**config.mk**
```make
export PLATFORM = sky130hd
export DESIGN_NAME = multicycle_sequencer
export DESIGN_NICKNAME = d
export VERILOG_FILES = /design/src/rtl/mc_pkg.sv /design/src/rtl/cond_check.sv /design/src/rtl/multicycle_sequencer.sv
export SDC_FILE = /design/constraint.sdc
export NUM_CORES = 1
export LEC_CHECK = 0
export ABC_AREA = 1
export CAP_MARGIN = 20
export CORE_MARGIN = 3
export CORE_UTILIZATION = 40
export CTS_CLUSTER_DIAMETER = 120
export CTS_CLUSTER_SIZE = 30
export DETAILED_ROUTE_END_ITERATION = 12
export HOLD_SLACK_MARGIN = 0.03
export PLACE_DENSITY = 0.69
export SKIP_LAST_GASP = 1
export SLEW_MARGIN = 10
export SYNTH_ARGS = -nofsm -noshare
export SYNTH_HDL_FRONTEND = slang
export SYNTH_HIERARCHICAL = 1
export SYNTH_SLANG_ARGS = --single-unit
```
**constraint.sdc**
```tcl
create_clock -name clk -period 5.8 [get_ports clk]
set_input_delay 0.87 -clock clk [delete_from_list [all_inputs] [get_ports clk]]
set_output_delay 0.87 -clock clk [all_outputs]
set_load 0.02 [all_outputs]
```
**src/rtl/mc_pkg.sv**
```systemverilog
// rtl/mc_pkg.sv - shared state, opcode, condition and write-data-select encodings
package mc_pkg;

  typedef enum logic [2:0] {
    S_FETCH   = 3'd0,
    S_DECODE  = 3'd1,
    S_EXECUTE = 3'd2,
    S_MEM     = 3'd3,
    S_WB      = 3'd4,
    S_BRANCH  = 3'd5
  } state_e;

  localparam logic [1:0] OP_DP  = 2'b00;
  localparam logic [1:0] OP_MEM = 2'b01;
  localparam logic [1:0] OP_BR  = 2'b10;
  localparam logic [1:0] OP_UND = 2'b11;

  localparam logic [3:0] COND_EQ = 4'b0000;
  localparam logic [3:0] COND_NE = 4'b0001;
  localparam logic [3:0] COND_CS = 4'b0010;
  localparam logic [3:0] COND_CC = 4'b0011;
  localparam logic [3:0] COND_MI = 4'b0100;
  localparam logic [3:0] COND_PL = 4'b0101;
  localparam logic [3:0] COND_VS = 4'b0110;
  localparam logic [3:0] COND_VC = 4'b0111;
  localparam logic [3:0] COND_HI = 4'b1000;
  localparam logic [3:0] COND_LS = 4'b1001;
  localparam logic [3:0] COND_GE = 4'b1010;
  localparam logic [3:0] COND_LT = 4'b1011;
  localparam logic [3:0] COND_GT = 4'b1100;
  localparam logic [3:0] COND_LE = 4'b1101;
  localparam logic [3:0] COND_AL = 4'b1110;
  localparam logic [3:0] COND_NV = 4'b1111;

  localparam logic [1:0] WD_ALU = 2'd0;
  localparam logic [1:0] WD_MEM = 2'd1;
  localparam logic [1:0] WD_PC4 = 2'd2;

endpackage

```
**src/rtl/cond_check.sv**
```systemverilog
// rtl/cond_check.sv - combinational ARM condition-code evaluation against NZCV
module cond_check
  import mc_pkg::*;
(
  input  logic [3:0] cond,
  input  logic [3:0] flags,
  output logic       pass
);

  logic n, z, c, v;

  assign n = flags[3];
  assign z = flags[2];
  assign c = flags[1];
  assign v = flags[0];

  always_comb begin
    pass = 1'b0;
    case (cond)
      COND_EQ: pass = z;
      COND_NE: pass = ~z;
      COND_CS: pass = c;
      COND_CC: pass = ~c;
      COND_MI: pass = n;
      COND_PL: pass = ~n;
      COND_VS: pass = v;
      COND_VC: pass = ~v;
      COND_HI: pass = c & ~z;
      COND_LS: pass = ~c | z;
      COND_GE: pass = (n == v);
      COND_LT: pass = (n != v);
      COND_GT: pass = ~z & (n == v);
      COND_LE: pass = z | (n != v);
      COND_AL: pass = 1'b1;
      // NV is reserved and never executes
      COND_NV: pass = 1'b0;
    endcase
  end

endmodule

```
**src/rtl/multicycle_sequencer.sv**
```systemverilog
// rtl/multicycle_sequencer.sv - multi-cycle instruction control FSM with retired-instruction counter
module multicycle_sequencer
  import mc_pkg::*;
(
  input  logic        clk,
  input  logic        rst,
  input  logic [1:0]  op,
  input  logic [3:0]  cond,
  input  logic [3:0]  flags,
  input  logic        s_bit,
  input  logic        l_bit,
  input  logic        bl_bit,
  input  logic        mem_ready,
  output logic        ir_we,
  output logic        pc_we,
  output logic        regfile_WE,
  output logic        datamem_WE,
  output logic        flags_WE,
  output logic        alu_src_select,
  output logic        datamem_addr_select,
  output logic [1:0]  regfile_WD_select,
  output logic        mem_req,
  output logic [2:0]  state,
  output logic [31:0] retired
);

  state_e      state_q, state_d;
  logic [31:0] retired_q, retired_d;
  logic        cond_pass;
  logic        passed;
  logic        retire;

  cond_check u_cond_check (
    .cond  (cond),
    .flags (flags),
    .pass  (cond_pass)
  );

  // Undefined instructions fall through exactly like a failed condition
  assign passed = cond_pass && (op != OP_UND);

  always_ff @(posedge clk) begin
    if (rst) begin
      state_q   <= S_FETCH;
      retired_q <= '0;
    end else begin
      state_q   <= state_d;
      retired_q <= retired_d;
    end
  end

  always_comb begin
    state_d             = state_q;
    ir_we               = 1'b0;
    pc_we               = 1'b0;
    regfile_WE          = 1'b0;
    datamem_WE          = 1'b0;
    flags_WE            = 1'b0;
    alu_src_select      = 1'b0;
    datamem_addr_select = 1'b0;
    regfile_WD_select   = WD_ALU;
    mem_req             = 1'b0;
    retire              = 1'b0;

    case (state_q)
      S_FETCH: begin
        ir_we   = 1'b1;
        pc_we   = 1'b1;
        state_d = S_DECODE;
      end

      S_DECODE: begin
        if (!passed) begin
          retire  = 1'b1;
          state_d = S_FETCH;
        end else if (op == OP_BR) begin
          state_d = S_BRANCH;
        end else begin
          state_d = S_EXECUTE;
        end
      end

      S_EXECUTE: begin
        alu_src_select = 1'b1;
        if (op == OP_DP) begin
          flags_WE = s_bit;
          state_d  = S_WB;
        end else if (op == OP_MEM) begin
          state_d  = S_MEM;
        end else begin
          state_d  = S_FETCH;
        end
      end

      S_MEM: begin
        mem_req             = 1'b1;
        datamem_addr_select = 1'b1;
        // The only Mealy output: a store writes in the cycle the memory accepts it
        datamem_WE          = ~l_bit & mem_ready;
        if (mem_ready) begin
          if (l_bit) begin
            state_d = S_WB;
          end else begin
            retire  = 1'b1;
            state_d = S_FETCH;
          end
        end
      end

      S_WB: begin
        regfile_WE        = 1'b1;
        regfile_WD_select = (op == OP_MEM) ? WD_MEM : WD_ALU;
        retire            = 1'b1;
        state_d           = S_FETCH;
      end

      S_BRANCH: begin
        pc_we          = 1'b1;
        alu_src_select = 1'b1;
        retire         = 1'b1;
        if (bl_bit) begin
          regfile_WE        = 1'b1;
          regfile_WD_select = WD_PC4;
        end
        state_d = S_FETCH;
      end

      default: state_d = S_FETCH;
    endcase

    retired_d = retired_q + {31'd0, retire};
  end

  assign state   = state_q;
  assign retired = retired_q;

endmodule

```
# Word level (Yosys, flattened, before mapping)
# Cells that the tools add are included.
# Widths: inputs -> output; s select.
[op_classes]
n_addsub = 1
n_eq_ne = 26
mux = 24
n_bitwise = 10
reduce_logical = 7
[op_table]
columns = ["operator", "n"]
rows = [
  ["$add 32x1->32", 1],
  ["$eq 4x4->1 const B", 8],
  ["$eq 4x3->1 const B", 4],
  ["$pmux 1 s16", 1],
  ["$mux 3", 5],
  ["$mux 1", 12],
  ["$pmux 3 s4", 1],
  ["$eq 4x2->1 const B", 2],
  ["$eq 3x2->1 const B", 2],
  ["$eq 3x3->1 const B", 2],
  ["$reduce_or 2->1", 3],
  ["$not 1->1", 5],
  ["$eq 4x1->1 const B", 1],
  ["$logic_not 4->1", 1],
  ["$mux 2", 2],
  ["$ne 2x2->1 const B", 2],
  ["$pmux 2 s2", 1],
  ["$and 1x1->1", 3],
  ["$eq 3x1->1 const B", 1],
  ["$logic_not 3->1", 1],
  ["$pmux 1 s3", 1],
  ["$eq 2x1->1 const B", 1],
  ["$eq 2x2->1 const B", 1],
  ["$logic_not 2->1", 1],
  ["other kinds (5)", 6],
]
[word_totals]
regBits = 35
output_inout_bits = 45
word_cells = 70

# Depth between registers and ports, before layout
[logic_depth]
ltp_word = 7
depth_mapped = 23
depth_no_buf = 23

# Cells and area by module
# Netlist, hierarchy kept.
[by_module_without_submodules]
columns = ["module", "instances", "cells_per_inst", "area_per_inst_um2", "seq_area_each_um2"]
rows = [
  ["multicycle_sequencer", 1, 329, 1996.9, 700.7],
  ["cond_check", 1, 45, 205.2, 0.0],
]

# Worst setup path after synthesis
# OpenSTA, ideal clock, no wires.
[synth_timing]
path_type = "in2reg"
startpoint = "input port cond[0]"
endpoint = "register retired_q[26] (netlist: retired[26])"
setup_ns = 0.128
arrival_time_ns = 2.682
required_ns = 5.672
path_slack_ns = 2.990
path_stages = 18
path_cell_list = "nand2_1 inv_1 o211ai_1 nand3_1 nor2_2 nand3_2 o21ai_0 a21oi_1 nand2_1 ha_1 ha_1 nand3_1 nor2_1 nand2_1 nor2_2 nand3_1 nand2_1 nor2_1"
[synth_between]
elab_chain_len = 6
[synth_rtl]
columns = ["element", "line_no", "source"]
rows = [
  ["start, declared", "multicycle_sequencer.sv:8", "input logic [3:0] cond,"],
  ["$eq 4x4->1, or another cell as far along", "cond_check.sv:19", "case (cond)"],
  ["$pmux 1 s16 (*)", "cond_check.sv:19", ""],
  ["via cond_pass", "multicycle_sequencer.sv:29", "logic cond_pass;"],
  ["$logic_and 1x1->1 (*)", "multicycle_sequencer.sv:40", "assign passed = cond_pass && (op != OP_UND);"],
  ["$mux 1 (*)", "multicycle_sequencer.sv:73", "if (!passed) begin"],
  ["$pmux 1 s3 (*)", "multicycle_sequencer.sv:65", "case (state_q)"],
  ["$add 32x1->32 (*)", "multicycle_sequencer.sv:131", "retired_d = retired_q + {31'd0, retire};"],
  ["end signal, assigned", "multicycle_sequencer.sv:48", "retired_q <= retired_d;"],
  ["end, declared", "multicycle_sequencer.sv:28", "logic [31:0] retired_q, retired_d;"],
]
# The timed path passes the listed nets; every way through them passes the cells marked *.
# A chain may end at the register's enable or synchronous reset.

# Final worst setup path
# Ends and elaborated chain as after synthesis.

==> metrics.md <==
| Metric | Value |
|---|---|
| Leakage | 1.05 nW |
| P&R area growth vs syn | 34.0% |
| H-tree depth | 2 |
| Comb pwr share | 13.6% |
| Switching share of total power | 27.0% |
| Inserted Clock Buffers | 5 |
| DRT Pass-1 Iters | 4 |
| Switch Pwr | 0.000132 W |
| Grt ovf | 0 |
| Tcrit/Tclk final | 57.6% |
| Worst EP arrival | 3490 ps |
| #FFs+latches synth | 35 |
| Critical Path Fanout Max | 6 |
| Post-synthesis xor/xnor area fraction | 1.59% |
| Mapped Avg Cell Area | 5.89 um2 |
| Post-Synth Adder-Cell Area | 1.14% |
| Clk slew on worst S/H paths | 80 ps |
| Vias in the first global route | 2284 |
| Iter 0 DRT Violations | 204 |
| Post-CTS setup buffer count | 0 |
| Ranking of synthesized cells by area | dfxtp_1 (32%), nand2_1 (19%), nor2_1 (12%) |
| Row count | 26 |
| CP endpoint kind | flop |
| GRT Total Usage | 20.2% |
| Status | complete, no violations |
| Clock power share | 35.9% |
| Area share of the largest cell type after synthesis | 31.8% |
| Die H | 80.2 um |
| DR vias/cell | between 4 and 5 |
| Worst slew margin | 34.8% |
| First-pass GRT wire length | 10200 um |
| Skew-Pair Late Insertion Delay | 290 ps |
| CTS tree | built |
| ANT cells | 0 |
| Largest family of logic cells by synthesized area | simple AND/OR/NAND/NOR gates |
| RSZ-0062 raised after global routing | no |
| Synthesized area | between 2000 and 2500 um2 |
| Multi-input gate area | 1280 um2 |
| Max-slew violations | 0 |
| Clk sinks | 35 |
| Tot Pwr | 0.000489 W |
| GPL Wtd Cong | about 0.87 |
| Largest net degree at the start of global routing | 26 |
| Antenna violations before repair | 0 |
| Crit start category | input port |
| Hold Path Stages | 2 |
| Pwr Density | 166 nW/um2 |
| DPL Wire Length | 4760 um |
| Compound-gate portion of the synthesized area | between 9 and 10% |
| Unique masters post-synth | 25 |
| Worst vdd ir | ~0.12 mV |
| Mapped Cells | 374 |
| Nets | 454 |
| Post-route DRC | 0 |
| Post-synthesis simple-gate area fraction | 45.6% |
| Hold endpoint | retired[31] |
| Worst Path Class, Setup | in2reg |
| Layout cells sized above 1 | 6.41% |
| Final Setup Violations | 0 |
| IO Count | 61 |
| Max_cap viols | 0 |
| Root Driver | clkbuf_8 |
| P_int | about 0.00036 W |
| Sequential area share after synthesis | 31.8% |
| Setup Skew | 7.86 ps |
| Fmax | 299 MHz |
| Wirelength per Cell | 11.8 um |
| Final min period | around 3300 ps |
| R2r startpoint | state[0] |
| Cell type with the highest aggregate area in the netlist | dfxtp_1 |
| Routed Antenna Nets | 0 |
| PostCTS Resize Cnt | 0 |
| Worst hold-check path type | reg2reg |
| R2R setup slack | 3370 ps |
| Hold_buf cts | 0 |
| Die X | 80.2 um |
| Die area | roughly 6400 um2 |
| Yosys warnings | 6 |
| Via Count | 2456 |
| Mux contribution to synthesized area | 0% |
| CP required | approximately 6000 ps |
| PortBufs | 60 |
| Routed wire length | 5980 um |
| R2R cell count | 15 |
| Sequential Power Share | 50.5% |
| Sum Neg Setup Slack | 0 ps |
| Worst R2R End | retired[26] |
| Worst hold start | retired[31] |
| Worst slew pin tran | 975 ps |
| Fillers | about 550 |
| Syn_nets | between 300 and 400 |
| Deepest clock path buffer count | 2 |
| Core area | 5200 um2 |
| Initial Utilization | 42.3% |
| FF+latch area | approximately 700 um2 |
| Final count of hold timing violations | 0 |
how the worst max path moves through the flow:
stage / to / startpoint / cells after the start
after floorplan: retired[26] / cond[0] / 18
after global placement: retired[26] / flags[0] / 22
after detailed placement: retired[26] / cond[0] / 20
after CTS: retired[26] / cond[0] / 20
after global routing: retired[26] / cond[0] / 22
final: retired[26] / cond[0] / 20
cell type report:
type / instances / area share, %
Clock buffer: 6 / 2.46
Clock inverter: 2 / 0.424
Inverter: 52 / 6.61
Multi-Input combinational cell: 282 / 43.5
Sequential cell: 35 / 23.7
Tap cell: 70 / 2.97
Timing Repair Buffer: 60 / 20.3
sequential cells by signal, indices dropped and copies added, names as in the netlist:
signal	flops
retired	32
state	3
power by group through the flow:
stage / combinational, W / clock [W] / sequential, W
after detailed placement: 0.0000665 / 0 / 0.000253
after global placement: 0.0000663 / 0 / 0.000253
after floorplan: 0.0000330 / 0 / 0.000256
after global routing: 0.0000742 / 0.000190 / 0.000248
after CTS: 0.0000668 / 0.000182 / 0.000247
final: 0.0000665 / 0.000176 / 0.000247
cells in the final DEF (no fill, tap or decap), drive strengths merged:
cell type      instances
ha                     2
o21a                   2
xor2                   3
xnor2                  1
nor4                   1
a31oi                  2
inv                   52
o211ai                 2
clkinv                 1
nand4                  4
nand2                114
nor2                  82
nand3                 31
clkdlybuf4s50         60
nor3                   3
a21oi                 22
dfxtp                 35
clkbuf                 6
o21ai                 13
clkinvlp               1
layer usage:
metal	wire, um	share of wire, %	vias up	track usage (%)
met1	2920	49	1105	28.0
met3	283	4.7	9	3.81
met2	2700	45	52	31.5
met4	84	1.4	0	6.25
met5	0	0	-	0
li1	-	-	1290	-
cell usage after synthesis, drive strengths merged:
cell type  number
nor3            3
nor4            1
nor2           82
ha              2
a21oi          22
o21a            2
dfxtp          35
inv            52
nand4           4
o211ai          2
nand3          31
o21ai          13
nand2         114
xor2            3
clkbuf          3
xnor2           1
a31oi           2
buf             2
worst max-delay path, cell delays in order:
cell,delay (ps)
clkdlybuf4s50_1,530
inv_2,60
nand2_1,110
nand2_1,60
o211ai_1,80
nand3_1,110
nor2_2,110
nand3_2,100
o21ai_0,80
a21oi_1,80
nand2_1,60
ha_1,260
ha_1,250
nand3_1,120
nor2_1,160
nand2_1,90
nor2_2,170
nand3_1,90
nand2_1,70
nor2_1,30
per-stage QoR:
| stage | setup slack (ps) | util [%] | hold slack [ps] | cells | instance area [um2] |
|---|---|---|---|---|---|
| finish | 2460 | 56.7 | 485 | 507 | 2950 |
| global route | 2040 | 56.7 | 520 | 507 | 2950 |
| CTS | 2470 | 56.7 | 487 | 507 | 2950 |
| detailed placement | 2150 | 55.1 | 477 | 499 | 2870 |
| global placement | 2200 | 55.1 | 463 | 499 | 2870 |
| floorplan | 2990 | - | 547 | 374 | 2200 |
cell families (layout without fill, tap and decap cells):
| logic type | Yosys count | in the layout |
|---|---|---|
| DFF | 35 | 35 |
| AOI/OAI and AO/OA | 41 | 41 |
| and+or+nand+nor | 235 | 235 |
| adders and majority gates | 2 | 2 |
| xor gates and xnor gates | 4 | 4 |
| buffers and inverters | 57 | 120 |
(Power assumes the default switching activity.)
==> patch 1, RTL diff (same settings) <==
Put one more register stage on the output `retired`, cleared by the reset. The value now appears one clock later. The other outputs are not delayed to match. Comments in the files are not updated.
--- a/src/rtl/multicycle_sequencer.sv
+++ b/src/rtl/multicycle_sequencer.sv
@@ -132,7 +132,13 @@
   end
 
   assign state   = state_q;
-  assign retired = retired_q;
+  always_ff @(posedge clk) begin
+    if (rst) begin
+      retired <= '0;
+    end else begin
+      retired <= retired_q;
+    end
+  end
 
 endmodule
 
Function: changed (a bounded check fails within 4 cycles, from zero or initial values and one cycle with rst high).
==> patch 1 against the unedited design <==
Synthesized cell count rose by 19%. Worst setup slack improved by 26 ps. Fmax rose by 0.80%. Largest power group unchanged. Synthesized area rose by 37%. Sequential cell count rose by 32. Largest cell class unchanged. Total power rose by 92%. Cell area rose by 33%. Routed wire length rose by 21%.
==> patch 1: results (changes against the unedited design) <==
global_route:
  grt_pass1_wl_microns: 12300  # +21%
  grt_pass1_vias: 2835  # +24%
  track_usage_pct: 17.9  # -2.3 points
  grt_max_degree: 58  # +120%
worst_setup_path:
  worst_r2r_path_depth: 12  # -3
  r2r_slack_ps: 3450  # +80 ps
  crit_arrival_ps: 3560  # +70 ps
  r2r-end: "retired_q[12]"
logic_synthesis:
  post_synth_xor_area_fraction_pct: 0.289  # -1.3 points
  synth_area_leaders: "dfxtp_1, nand2_1, nor2_1"
  synth_compound_area_share_pct: 9.30  # -0.58 points
  ys_types: 28  # +12%
  yosysSeqAreaShare_pct: 44.3  # +12 points
  yosys-top-cells-count: "nand2_1, nor2_1, dfxtp_1, inv_1, a21oi_1"
placement:
  pre_cts_slack_ps: 2160  # +16.0 ps
  place.gp.congestion: 0.984  # +13%
  hpwlAfterDp_microns: 5470  # +15%
cts:
  clock_latency_ps: 350  # +60 ps
  numCtsBuffers: 9  # +4
  cts_htree_levels: 3  # +1
status:
  run_status: "finished clean"
detailed_routing:
  drt_iter0_markers: 144  # -29%
  first_pass_iters: 5  # +1
  via_per_inst: 4.83  # -0.38%
finish:
  nNetsFinal: 528  # +16%
power_and_ir_drop:
  ir_drop_v: 0.000119  # +3.2%
hold_path:
  worstHoldStart: "retired_q[0]"
  holdPathEnd: "retired[0]"
patch 1: cell types whose count changed in the layout (fill, tap and decap cells not counted), sizes merged, moves of 2 or more:
cell | before | now
o21ai | 13 | 16
dfxtp | 35 | 67
nand4 | 4 | 2
clkbuf | 6 | 12
clkinv | 1 | 3
inv | 52 | 60
nor2 | 82 | 100
xor2 | 3 | 1
nand2 | 114 | 118
a21oi | 22 | 32
patch 1: worst max-delay path by stage:
stage                   from             to  slack [ps]  cells after the start
global placement     cond[0]  retired_q[12]        2320                     21
finish               cond[0]  retired_q[12]        2480                     21
global route        flags[0]  retired_q[16]        2240                     20
detailed placement   cond[0]  retired_q[12]        2160                     21
CTS                  cond[0]  retired_q[12]        2530                     21
floorplan            cond[0]  retired_q[18]        3040                     18
patch 1: cells by family after synthesis:
family                   after synthesis
AND/OR/NAND/NOR                      254
buffers and inverters                 68
flip-flops                            67
AO/OA/AOI/OAI                         54
adder cells (fa/ha/maj)                2
XOR/XNOR                               1
patch 1: worst min-delay path: stages (launching register included):
cell and delay, ps:
dfxtp_1 330, inv_1 50, nor2_1 40
patch 1: area by class of cell:
type	count	area, sq um
clock buffer	12	165
clock inverter	4	47.5
fill	740	3360
inverter	61	230
multi-input combinational	311	1420
sequential	67	1340
tap	99	124
timing repair buffer	60	596
patch 1: routing by layer:
layer / GRT usage (%) / vias up / share of wire [%]
met5: 0 / - / 0
met4: 8.06 / 0 / 2.7
met3: 6.11 / 22 / 7.1
met2: 29.3 / 107 / 45
met1: 21.2 / 1318 / 45
li1: - / 1516 / -
patch 1: through the flow:
stage	cells	hold slack [ps]	total power, mW
2_1_floorplan	446	407	0.515
3_3_place_gp	598	440	0.544
3_5_place_dp	598	440	0.545
4_1_cts	614	455	0.948
5_1_grt	614	476	0.979
6_report	614	456	0.939
patch 1: where the power goes:
part	switching [mW]	internal (mW)
registers	0.00413	0.464
clock network	0.172	0.232
logic	0.0382	0.0283
total	0.215	0.724
==> patch 2, RTL diff (same settings) <==
Made on the original files. Reset style: asynchronous (`rst`), changed in one clocked block.
--- a/src/rtl/multicycle_sequencer.sv
+++ b/src/rtl/multicycle_sequencer.sv
@@ -39,7 +39,7 @@
   // Undefined instructions fall through exactly like a failed condition
   assign passed = cond_pass && (op != OP_UND);
 
-  always_ff @(posedge clk) begin
+  always_ff @(posedge clk or posedge rst) begin
     if (rst) begin
       state_q   <= S_FETCH;
       retired_q <= '0;
Check against the original RTL: differs if rst is asserted again (counterexample within 4 cycles, from zero or initial values and one cycle with rst high); with rst held inactive, the same outputs for 10 cycles.
==> patch 2 against the unedited design <==
First-iteration DRC count shrank 39%. Synthesized area grew 4.0%. Non-clock buffer count grew 1. Count of clock-buffer cells in the layout grew 1. Cell area grew 3.6%. Fmax grew 2.0%. Sequential cell count is the same. Worst setup slack gained 64 ps. Cell count shrank 9.1%. Routed wire length shrank 11%.
Power is not compared: it rests on default switching activity, and its combinational part moved more than twofold at a synthesized area within 25%.
==> patch 2: results (changes against the unedited design) <==
status:
  run_status: "finished clean"
logic_synthesis:
  synthArstFlopShare_pct: 100  # +100 points
  yosysSeqAreaShare_pct: 38.3  # +6.4 points
  synth_ff_type: "dfrtp_1"
  syn-instance-count: 323  # -14%
  yosys-top-cells-count: "nand2_1, nor2_1, inv_1, dfrtp_1, nand3_1"
  ys_types: 27  # +8.0%
  syn_nets: 341  # -13%
  synth_area_leaders: "dfrtp_1, nand2_1, nor2_1"
timing:
  worst_pin_slew_ps: 447  # -528 ps
  fin_skew_ps: 7.73  # -0.129 ps
detailed_routing:
  wl_per_cell_microns: 11.6  # -1.6%
  vias: 2187  # -11%
  via_per_inst: 4.74  # -2.1%
global_route:
  grt_pass1_vias: 2084  # -8.8%
  track_usage_pct: 17.9  # -2.3 points
  grt_pass1_wl_microns: 9240  # -9.5%
worst_setup_path:
  crit_arrival_ps: 3450  # -40 ps
  slowest_delay_ps: 560  # +30 ps
  r2r-end: "retired[30]"
  crit_fanout: 5  # -1
  worst_r2r_path_depth: 13  # -2
  reg2reg_from: "state[1]"
hold_path:
  worstHoldStart: "retired[31]"
  holdPathEnd: "retired[31]"
finish:
  nNetsFinal: 408  # -10%
  fillers: 537  # -2.5%
placement:
  place.gp.congestion: 0.844  # -3.3%
  dp_cells: 453  # -9.2%
cts:
  clkTransAtPathRegs_ps: 60  # -20 ps
patch 2: cell count changes after synthesis, moves of 4 or more:
| cell | change |
|---|---|
| nand2_1 | +7 |
| nand3b_1 | +7 |
| inv_1 | -13 |
| nand3_1 | -7 |
| dfrtp_1 | +35 |
| nor2_1 | -21 |
| nand2_4 | +4 |
| xnor2_1 | +6 |
| o21ai_0 | -7 |
| nor2_2 | -4 |
| dfxtp_1 | -35 |
| a21oi_1 | -21 |
patch 2: cell families after synthesis:
| kind of cell | after synthesis | synth area share [%] |
|---|---|---|
| adder cells (fa/ha/maj) | 2 | 1.09 |
| AO/OA/AOI/OAI | 13 | 3.55 |
| XOR/XNOR | 15 | 6.39 |
| buffers and inverters | 40 | 6.72 |
| AND/OR/NAND/NOR | 218 | 44.0 |
| flip-flops | 35 | 38.3 |
patch 2: through the flow:
step	setup slack, ps	utilization (%)	cell area, sq um	power [mW]	hold slack, ps
final	2520	57.3	3060	0.778	509
after global routing	2290	57.3	3060	0.830	538
after CTS	2540	57.3	3060	0.788	515
after detailed placement	2230	55.8	2980	0.617	498
after global placement	2330	55.8	2980	0.616	477
after floorplan	3030	-	2290	0.484	592
patch 2: power by group through the flow:
stage	clock network, mW	logic [mW]	registers (mW)
4_1_cts	0.174	0.304	0.311
6_report	0.168	0.300	0.310
3_3_place_gp	0	0.301	0.315
3_5_place_dp	0	0.303	0.314
5_1_grt	0.185	0.325	0.320
2_1_floorplan	0	0.142	0.342
patch 2: layout make-up:
class	instances	area, sq um	share of cell area, %
clock buffer	7	76.3	2.49
clock inverter	1	5.00	0.164
multi-input combinational	248	1260	41.2
sequential	35	876	28.6
tap	70	87.6	2.86
inverter	39	146	4.79
timing repair buffer	61	608	19.9
patch 2: worst min-delay path: cells and delay by family, from the launching register on:
kind	cells	cell delay [ps]
and+or+nand+nor	2	110
DFF	1	370
patch 2: per-layer routing:
layer	share of wire [%]	vias to the layer above	GRT usage, %
li1	-	1134	-
met2	48	68	31.1
met3	7.2	8	4.93
met4	1.7	0	5.98
met1	43	977	21.2
met5	0	-	0
patch 2: worst max path at each step:
stage,start,to,cells past startpoint
finish,cond[1],retired[30],17
global route,cond[0],retired[30],19
CTS,cond[0],retired[30],21
detailed placement,cond[0],retired[30],21
global placement,cond[1],retired[30],17
floorplan,cond[0],retired[30],17
